## src/rtl/hazard_if.sv

```systemverilog
// Pipeline-side hazard signals: source/destination info from ID and EX, branch
// resolution, data-memory handshake, and the stage enables/flushes/redirect driven back.
interface hazard_if;
  logic [4:0]  ifid_rs1;
  logic [4:0]  ifid_rs2;
  logic        ifid_rs1_used;
  logic        ifid_rs2_used;
  logic        idex_mem_read;
  logic [4:0]  idex_rd;
  logic        ex_branch_valid;
  logic        ex_prediction;
  logic        ex_taken;
  logic [31:0] ex_target;
  logic [31:0] ex_pc4;
  logic        mem_access;
  logic        dmem_ready;
  logic        pc_en;
  logic        ifid_en;
  logic        idex_en;
  logic        exmem_en;
  logic        memwb_en;
  logic        ifid_flush;
  logic        idex_flush;
  logic        redirect_valid;
  logic [31:0] redirect_pc;

  modport master (
    output ifid_rs1, ifid_rs2, ifid_rs1_used, ifid_rs2_used, idex_mem_read, idex_rd,
           ex_branch_valid, ex_prediction, ex_taken, ex_target, ex_pc4,
           mem_access, dmem_ready,
    input  pc_en, ifid_en, idex_en, exmem_en, memwb_en, ifid_flush, idex_flush,
           redirect_valid, redirect_pc
  );

  modport slave (
    input  ifid_rs1, ifid_rs2, ifid_rs1_used, ifid_rs2_used, idex_mem_read, idex_rd,
           ex_branch_valid, ex_prediction, ex_taken, ex_target, ex_pc4,
           mem_access, dmem_ready,
    output pc_en, ifid_en, idex_en, exmem_en, memwb_en, ifid_flush, idex_flush,
           redirect_valid, redirect_pc
  );
endinterface

```

## src/rtl/hazard_control_unit.sv

```systemverilog
// Hazard controller for the five-stage core: load-use stall, branch mispredict redirect,
// data-memory freeze, saturating perf counters and a sticky memory-timeout flag.
//
// state    | meaning
// RUN      | pipeline advancing; no data-memory access outstanding
// MEM_WAIT | data-memory access outstanding; pipe frozen until dmem_ready
module hazard_control_unit #(
  parameter int CNT_W       = 16,
  parameter int MEM_TIMEOUT = 64
) (
  input  logic             clk,
  input  logic             rst,
  hazard_if.slave          hz,
  output logic [CNT_W-1:0] stall_count,
  output logic [CNT_W-1:0] mispredict_count,
  output logic             mem_timeout
);

  typedef enum logic {RUN, MEM_WAIT} state_t;

  localparam int WAIT_W = $clog2(MEM_TIMEOUT + 1);

  state_t            state, state_nxt;
  logic [WAIT_W-1:0] wait_cnt;
  logic              waiting;
  logic              freeze;
  logic              mispredict;
  logic              load_use;
  logic              rs1_hit;
  logic              rs2_hit;

  always_comb begin
    state_nxt = state;
    case (state)
      RUN:      if (hz.mem_access && !hz.dmem_ready) state_nxt = MEM_WAIT;
      MEM_WAIT: if (hz.dmem_ready) state_nxt = RUN;
      default:  state_nxt = RUN;
    endcase
  end

  // The completing cycle (dmem_ready=1) is not frozen: MEM/WB captures the data then.
  // During the rst cycle the outputs follow RUN rules even if state is still MEM_WAIT.
  always_comb begin
    waiting    = (state == MEM_WAIT) && !rst;
    freeze     = !hz.dmem_ready && (waiting || hz.mem_access);
    rs1_hit    = hz.ifid_rs1_used && (hz.ifid_rs1 == hz.idex_rd);
    rs2_hit    = hz.ifid_rs2_used && (hz.ifid_rs2 == hz.idex_rd);
    mispredict = !freeze && hz.ex_branch_valid && (hz.ex_taken != hz.ex_prediction);
    load_use   = !freeze && !mispredict && hz.idex_mem_read && (hz.idex_rd != 5'd0)
                 && (rs1_hit || rs2_hit);
  end

  always_comb begin
    hz.pc_en          = 1'b1;
    hz.ifid_en        = 1'b1;
    hz.idex_en        = 1'b1;
    hz.exmem_en       = 1'b1;
    hz.memwb_en       = 1'b1;
    hz.ifid_flush     = 1'b0;
    hz.idex_flush     = 1'b0;
    hz.redirect_valid = 1'b0;
    hz.redirect_pc    = 32'd0;
    if (freeze) begin
      hz.pc_en    = 1'b0;
      hz.ifid_en  = 1'b0;
      hz.idex_en  = 1'b0;
      hz.exmem_en = 1'b0;
      hz.memwb_en = 1'b0;
    end else if (mispredict) begin
      hz.ifid_flush     = 1'b1;
      hz.idex_flush     = 1'b1;
      hz.redirect_valid = 1'b1;
      hz.redirect_pc    = hz.ex_taken ? hz.ex_target : hz.ex_pc4;
    end else if (load_use) begin
      hz.pc_en      = 1'b0;
      hz.ifid_en    = 1'b0;
      hz.idex_flush = 1'b1;
    end
  end

  always_ff @(posedge clk) begin
    if (rst) begin
      state            <= RUN;
      stall_count      <= '0;
      mispredict_count <= '0;
      wait_cnt         <= '0;
      mem_timeout      <= 1'b0;
    end else begin
      state <= state_nxt;
      if (!hz.pc_en && (stall_count != '1))
        stall_count <= stall_count + 1'b1;
      if (mispredict && (mispredict_count != '1))
        mispredict_count <= mispredict_count + 1'b1;
      if ((state == RUN) && (state_nxt == MEM_WAIT)) begin
        wait_cnt <= '0;
      end else if (state == MEM_WAIT) begin
        if (wait_cnt != WAIT_W'(MEM_TIMEOUT))
          wait_cnt <= wait_cnt + 1'b1;
        if (wait_cnt == WAIT_W'(MEM_TIMEOUT - 1))
          mem_timeout <= 1'b1;
      end
    end
  end

endmodule
```

## src/flat_wrapper.sv

```systemverilog
// flat-port wrapper written by rule: the top's interface ports become plain ports
module hazard_control_unit_flat 
#(
  parameter int CNT_W       = 16,
  parameter int MEM_TIMEOUT = 64
)
  (clk, rst, stall_count, mispredict_count, mem_timeout, hz_ifid_rs1, hz_ifid_rs2, hz_ifid_rs1_used, hz_ifid_rs2_used, hz_idex_mem_read, hz_idex_rd, hz_ex_branch_valid, hz_ex_prediction, hz_ex_taken, hz_ex_target, hz_ex_pc4, hz_mem_access, hz_dmem_ready, hz_pc_en, hz_ifid_en, hz_idex_en, hz_exmem_en, hz_memwb_en, hz_ifid_flush, hz_idex_flush, hz_redirect_valid, hz_redirect_pc);
  hazard_if hz_i ();
  input  logic clk;
  input  logic rst;
  output logic [CNT_W-1:0] stall_count;
  output logic [CNT_W-1:0] mispredict_count;
  output logic mem_timeout;
  input wire logic [$bits(hz_i.ifid_rs1)-1:0] hz_ifid_rs1;
  input wire logic [$bits(hz_i.ifid_rs2)-1:0] hz_ifid_rs2;
  input wire logic [$bits(hz_i.ifid_rs1_used)-1:0] hz_ifid_rs1_used;
  input wire logic [$bits(hz_i.ifid_rs2_used)-1:0] hz_ifid_rs2_used;
  input wire logic [$bits(hz_i.idex_mem_read)-1:0] hz_idex_mem_read;
  input wire logic [$bits(hz_i.idex_rd)-1:0] hz_idex_rd;
  input wire logic [$bits(hz_i.ex_branch_valid)-1:0] hz_ex_branch_valid;
  input wire logic [$bits(hz_i.ex_prediction)-1:0] hz_ex_prediction;
  input wire logic [$bits(hz_i.ex_taken)-1:0] hz_ex_taken;
  input wire logic [$bits(hz_i.ex_target)-1:0] hz_ex_target;
  input wire logic [$bits(hz_i.ex_pc4)-1:0] hz_ex_pc4;
  input wire logic [$bits(hz_i.mem_access)-1:0] hz_mem_access;
  input wire logic [$bits(hz_i.dmem_ready)-1:0] hz_dmem_ready;
  output wire logic [$bits(hz_i.pc_en)-1:0] hz_pc_en;
  output wire logic [$bits(hz_i.ifid_en)-1:0] hz_ifid_en;
  output wire logic [$bits(hz_i.idex_en)-1:0] hz_idex_en;
  output wire logic [$bits(hz_i.exmem_en)-1:0] hz_exmem_en;
  output wire logic [$bits(hz_i.memwb_en)-1:0] hz_memwb_en;
  output wire logic [$bits(hz_i.ifid_flush)-1:0] hz_ifid_flush;
  output wire logic [$bits(hz_i.idex_flush)-1:0] hz_idex_flush;
  output wire logic [$bits(hz_i.redirect_valid)-1:0] hz_redirect_valid;
  output wire logic [$bits(hz_i.redirect_pc)-1:0] hz_redirect_pc;
  assign hz_i.ifid_rs1 = hz_ifid_rs1;
  assign hz_i.ifid_rs2 = hz_ifid_rs2;
  assign hz_i.ifid_rs1_used = hz_ifid_rs1_used;
  assign hz_i.ifid_rs2_used = hz_ifid_rs2_used;
  assign hz_i.idex_mem_read = hz_idex_mem_read;
  assign hz_i.idex_rd = hz_idex_rd;
  assign hz_i.ex_branch_valid = hz_ex_branch_valid;
  assign hz_i.ex_prediction = hz_ex_prediction;
  assign hz_i.ex_taken = hz_ex_taken;
  assign hz_i.ex_target = hz_ex_target;
  assign hz_i.ex_pc4 = hz_ex_pc4;
  assign hz_i.mem_access = hz_mem_access;
  assign hz_i.dmem_ready = hz_dmem_ready;
  assign hz_pc_en = hz_i.pc_en;
  assign hz_ifid_en = hz_i.ifid_en;
  assign hz_idex_en = hz_i.idex_en;
  assign hz_exmem_en = hz_i.exmem_en;
  assign hz_memwb_en = hz_i.memwb_en;
  assign hz_ifid_flush = hz_i.ifid_flush;
  assign hz_idex_flush = hz_i.idex_flush;
  assign hz_redirect_valid = hz_i.redirect_valid;
  assign hz_redirect_pc = hz_i.redirect_pc;
  hazard_control_unit #(.CNT_W(CNT_W), .MEM_TIMEOUT(MEM_TIMEOUT)) u_core (.clk(clk), .rst(rst), .hz(hz_i), .stall_count(stall_count), .mispredict_count(mispredict_count), .mem_timeout(mem_timeout));
endmodule
```

## config.mk

```make
export PLATFORM = sky130hd
export DESIGN_NAME = hazard_control_unit_flat
export DESIGN_NICKNAME = d
export VERILOG_FILES = /design/src/rtl/hazard_if.sv /design/src/rtl/hazard_control_unit.sv /design/src/flat_wrapper.sv
export SDC_FILE = /design/constraint.sdc
export NUM_CORES = 1
export LEC_CHECK = 0
export ABC_AREA = 1
export CAP_MARGIN = 5
export CORE_MARGIN = 8
export CORE_UTILIZATION = 36
export DETAILED_ROUTE_END_ITERATION = 16
export GPL_ROUTABILITY_DRIVEN = 0
export PLACE_DENSITY = 0.74
export SLEW_MARGIN = 20
export SYNTH_ARGS = -nofsm -noshare
export SYNTH_HDL_FRONTEND = slang
export SYNTH_SLANG_ARGS = --single-unit
```

## constraint.sdc

```tcl
create_clock -name clk -period 1.6 [get_ports clk]
set_input_delay 0.24 -clock clk [delete_from_list [all_inputs] [get_ports clk]]
set_output_delay 0.24 -clock clk [all_outputs]
set_load 0.01 [all_outputs]
```

## Word level (Yosys, flattened, before mapping)

Cells that the tools add are included.
Widths: inputs -> output; s select.

| storage, ports and cells | value |
|---|---|
| bits in registers | 41 |
| input port bits | 89 |
| output and inout port bits | 73 |
| logic and storage cells | 57 |

| operators by class | value |
|---|---|
| add/subtract/negate cells | 3 |
| equal/unequal tests | 7 |
| multiplexer cells | 15 |
| bitwise logic cells | 2 |
| reduce and logical (&&, ||, !) cells | 25 |

Operators by type and width:

| cell | number |
|---|---|
| $mux 32 | 3 |
| $add 16x1->16 const B | 2 |
| $ne 16x16->1 const B | 2 |
| $logic_and 1x1->1 | 14 |
| $mux 1 | 11 |
| $eq 5x5->1 | 2 |
| $add 7x1->7 const B | 1 |
| $eq 7x6->1 const B | 1 |
| $ne 7x7->1 const B | 1 |
| $logic_not 1->1 | 5 |
| $reduce_bool 5->1 | 1 |
| $reduce_and 3->1 | 1 |
| $logic_or 1x1->1 | 2 |
| $not 1->1 | 2 |
| $pmux 1 s2 | 1 |
| $reduce_and 2->1 | 1 |
| $reduce_or 2->1 | 1 |
| $ne 1x1->1 | 1 |

## Logic depth before layout (Yosys ltp)

| logic depth | value |
|---|---|
| word-level depth | 17 |
| mapped depth | 13 |
| depth with buffers taken out | 12 |

## Worst setup path before layout

No wires, ideal clock.

| timing | value |
|---|---|
| path type | register -> output |
| start point | register u_core.state |
| end point | output port hz_pc_en |
| data arrival time | 1.380 ns |
| required time | 1.360 ns |
| setup slack | -0.020 ns |
| stages on the path, launching flop included | 12 |
| buffers on the path | 3 |
| cells stage by stage | dfxtp_1 inv_2 a21oi_4 nand2_2 nand2_1 nor2_1 nand2_2 nand2_2 buf_6 buf_6 inv_1 buf_4 |

| on the way | value |
|---|---|
| word-level cells in the longest chain between the ends | 14 |

RTL lines:

| what | RTL line | source |
|---|---|---|
| start, declared | hazard_control_unit.sv:23 | `state_t state, state_nxt;` |
| start signal, assigned | hazard_control_unit.sv:89 | `state <= state_nxt;` |
| $logic_and 1x1->1 * | hazard_control_unit.sv:44 | `waiting = (state == MEM_WAIT) && !rst;` |
| $logic_or 1x1->1 * | hazard_control_unit.sv:45 | `freeze = !hz.dmem_ready && (waiting \|\| hz.mem_access);` |
| $logic_and 1x1->1 * | hazard_control_unit.sv:45 |  |
| $logic_not 1->1 | hazard_control_unit.sv:48, hazard_control_unit.sv:49 |  |
| $logic_and 1x1->1 (2 in a row) | hazard_control_unit.sv:48 | `mispredict = !freeze && hz.ex_branch_valid && (hz.ex_taken != hz.ex_prediction);` |
| $logic_not 1->1 | hazard_control_unit.sv:49 | `load_use = !freeze && !mispredict && hz.idex_mem_read && (hz.idex_rd != 5'd0)` |
| $logic_and 1x1->1 (3 in a row) | hazard_control_unit.sv:49 |  |
| $logic_and 1x1->1 | hazard_control_unit.sv:50 | `&& (rs1_hit \|\| rs2_hit);` |
| $mux 1 (2 in a row) | -- |  |
| $mux 1 * | -- |  |
| end, declared | flat_wrapper.sv:27 | `output wire logic [$bits(hz_i.pc_en)-1:0] hz_pc_en;` |

Every way passes the cells marked *; elsewhere a longest branch is shown, timed or not.

## Final worst setup path

| timing | value |
|---|---|
| start point | input port hz_ex_prediction |
| end point | output port hz_redirect_pc[30] |

| on the way | value |
|---|---|
| word-level cells in the longest chain between the ends | 4 |

RTL lines:

| what | RTL line | source |
|---|---|---|
| start, declared | flat_wrapper.sv:21 | `input wire logic [$bits(hz_i.ex_prediction)-1:0] hz_ex_prediction;` |
| $ne 1x1->1 | hazard_control_unit.sv:48 |  |
| $logic_and 1x1->1 | hazard_control_unit.sv:48 |  |
| $mux 32 | hazard_control_unit.sv:69 | `end else if (mispredict) begin` |
| $mux 32 | hazard_control_unit.sv:63 | `if (freeze) begin` |
| end, declared | flat_wrapper.sv:35 | `output wire logic [$bits(hz_i.redirect_pc)-1:0] hz_redirect_pc;` |

No other way between the ends.

==> summary by stage <==
Synthesis
After technology mapping, the gate count stands at 523. The total number of yosys warnings is 0. Summed over all instances, the cell type with the most area after synthesis is sky130_fd_sc_hd__dfxtp_1. Of the synthesized area, sequential elements account for 27.5%. The library cell with the highest instance count after synthesis is sky130_fd_sc_hd__nand2_1. The number of nets handed over by synthesis was 616. Yosys mapped a number of flops with a built-in enable equal to 0. Counting distinct cell types in the post-synthesis netlist gives 29. The area of the mapped netlist is 2990 um^2.

The share of flip-flops with an asynchronous set or reset is 0%. The number of storage elements in the synthesis netlist is 41. Ranked by total cell area, the synthesized netlist is headed by sky130_fd_sc_hd__dfxtp_1 (27%), sky130_fd_sc_hd__nand2_1 (24%), sky130_fd_sc_hd__a21oi_1 (9.7%).

After synthesis, the most frequently instantiated cells are sky130_fd_sc_hd__nand2_1 (193), sky130_fd_sc_hd__inv_1 (64), sky130_fd_sc_hd__nor2_1 (63). The average instance in the mapped netlist occupies 5.72 um^2. The area share of the largest cell type after synthesis is 27.5%.

In the synthesized netlist the dominant register cell turns out to be sky130_fd_sc_hd__dfxtp_1.

Cells and area
Once layout is complete, the cells apart from fillers number 838. The fraction of final layout cells with drive strength greater than 1 is 28.9%. From synthesis to final layout, the design area changed by 84.0%.

With fillers left out, the area of the finished cells amounts to 5500 um^2. After filler insertion, the fill cell instance count of the layout stands at 695. 0 antenna diodes ended up in the layout. The number of nets in the finished design is 825.

GRT
After global routing the overflow that remains totals 0. The global-route total usage across every layer is 19.9%. Entering global routing, the biggest net connects 29 pins. The number of antenna violations at the first check in global routing was 0. The number of global-route vias before repair is 4093. The first global-routing pass estimated 18.7 mm of wire.

Clock tree
Clock tree synthesis inserted a total of 5 buffers. The clock latency of the later-clocked register in the worst-skew pair is 290 ps. TritonCTS built the clock tree. The clock passes through at most 2 buffers. The clock drives 41 sinks. After clock tree synthesis, the clock-pin slew on the worst setup and hold paths is 80 ps. The buffer type at the clock tree root is sky130_fd_sc_hd__clkbuf_8.

The H-tree level count is 2.

Pwr
The total power of the final layout is 2.85 mW. In this run the static leakage power is 2.61 nW. The power per cell area is 519 nW/um^2. Across the VDD grid, the largest voltage drop is 361 uV.

Floorplanning
The die boundary width is 107 um. The floorplan has 33 rows. The floorplan step defined a die boundary enclosing 11500 um^2. The I/O pin count is 162. The effective utilization at floorplan is 36.7%. The die extent in y is 107 um.

In this run the standard cell core region covers 8130 um^2.

Critical path
Traced cell by cell, the critical path runs through dlygate4sd2_1 -> nand2_1 -> nand2_2 -> nor2_4 -> nand2_8 -> clkbuf_16 -> a21oi_2 -> buf_2. The startpoint kind of the worst setup timing path is an input port. The data required time at the worst endpoint is 1360 ps.

STA classifies the critical path endpoint as an output pin. Data on the critical path arrives at its endpoint at 1400 ps. The worst-path cell with the longest stage delay is sky130_fd_sc_hd__dlygate4sd2_1. The delay of the slowest cell on the worst path is 270 ps. The worst setup path category is in2out. The maximum fanout encountered on the critical timing path is 7.

Run status
The checks that failed: negative setup slack. The flow ran to the end, but the final reports show violations.

Placed design
Once placement completed, the tool counted placed cells totaling 822. The HPWL reported at the end of detailed placement is 9.73 mm. The post-placement worst setup slack is -747 ps.

The number of buffer cells added on primary ports is 161. The post-place instance area is 5070 um^2.

Routing
The wire length per cell after detailed routing is 14.6 um. After detailed routing, the number of vias per cell comes to 4.75. The count of routing violations after the opening detailed-route iteration is 122. For this run, design rule violations remaining after detail routing come to 0.

The total length of routed wires is 12.2 mm. The number of nets with antenna violations after detailed routing is 0. The final route contains 3983 vias. Before antenna repair, the detailed router went through 5 iterations.

Timing
The transition at the pin with the smallest max-transition slack is 313 ps. The maximum clock skew at final layout is 12.0 ps. The setup-violating endpoint count in the final report is 20. After layout, the worst path uses 102% of the clock period.

The relative max-transition margin is 79.0%. After layout, the worst setup slack is -35.2 ps. Setup repair after global routing could not meet its margin everywhere. After layout, the minimum clock period comes to 1640 ps. Adding up every negative setup slack in the final design gives -274 ps. The max-slew violation count is 0. Based on the critical path, the design can be clocked at up to 612 MHz. The hold violation count in the final report is 0.

Job
The number of maximum-capacitance violations is 0.

Hold path
The tightest min-delay check is of the reg2reg type.
## sequential cells by signal, summed over array words and instances, names as in the netlist
| name | flops |
|---|---|
| u_core.mem_timeout | 1 |
| u_core.mispredict_count | 16 |
| u_core.stall_count | 16 |
| u_core.state | 1 |
| u_core.wait_cnt | 7 |
## stage by stage
stage                     hold WS (ps)  util, %
after floorplan                    378        -
after global placement             440     62.4
after detailed placement           456     62.4
after CTS                          468     63.5
after global routing               507     67.6
final                              458     67.6
## critical path, delay by kind of cell
kind | cells | cell delay [ps]
AO/OA/AOI/OAI | 1 | 110
AND/OR/NAND/NOR | 4 | 440
buffers and inverters | 3 | 610
## report_power, final
group	internal, mW	switching [mW]
clock	0.620	0.367
combinational	0.438	0.387
sequential	1.03	0.00795
total	2.09	0.762
## layout make-up
| type | count | area [um^2] | area share (%) |
|---|---|---|---|
| Multi-Input combinational cell | 393 | 2080 | 37.8 |
| Clock buffer | 5 | 68.8 | 1.25 |
| Inverter | 67 | 269 | 4.89 |
| Timing Repair Buffer | 224 | 2050 | 37.2 |
| Sequential cell | 41 | 838 | 15.2 |
| Tap cell | 105 | 131 | 2.39 |
| Clock inverter | 3 | 65.1 | 1.18 |
## routing by layer
metal	vias up	global-route usage, %	part of all wire [%]
li1	2037	-	-
met3	18	6.78	7.3
met2	138	38.7	54
met4	0	8.54	2.8
met1	1790	18.3	36
met5	-	0	0
## worst paths after layout
| path | start | endpoint | slack, ps | depth (start not counted) |
|---|---|---|---|---|
| setup / recovery | hz_ex_prediction | hz_redirect_pc[30] | -40 | 8 |
| hold / removal | u_core.mem_timeout | u_core.mem_timeout | 460 | 2 |
| setup reg to reg | u_core.state | u_core.mispredict_count[14] | 40 | 12 |
| hold reg to reg | u_core.mem_timeout | u_core.mem_timeout | 460 | 2 |
## cells in the final DEF, fill, tap and decap left out, types with 19 or more instances in the layout
master,instances
sky130_fd_sc_hd__buf_4,52
sky130_fd_sc_hd__a21oi_2,32
sky130_fd_sc_hd__inv_1,61
sky130_fd_sc_hd__a21oi_1,26
sky130_fd_sc_hd__nor2_1,51
sky130_fd_sc_hd__buf_2,30
sky130_fd_sc_hd__nand2_1,179
sky130_fd_sc_hd__clkdlybuf4s50_1,96
sky130_fd_sc_hd__nand3_1,21
sky130_fd_sc_hd__dlygate4sd2_1,19
sky130_fd_sc_hd__dfxtp_1,27
## cells by family after synthesis
kind of cell | share of synthesized area, %
fa+ha+maj | 1.67
xor+xnor | 2.93
compound gates | 12.0
simple gates | 43.2
flops | 27.5
buf+inv | 12.7
## timing repair
item | in CTS | in global routing
pin swaps | 21 | 23
cloned | 1 | 2
buffers inserted | 2 | 5
hold buffers | 0 | 0
gates resized for setup | 214 | 91
endpoints found under the setup margin | 72 | 81
No activity file was read; power rests on OpenSTA's default activity.
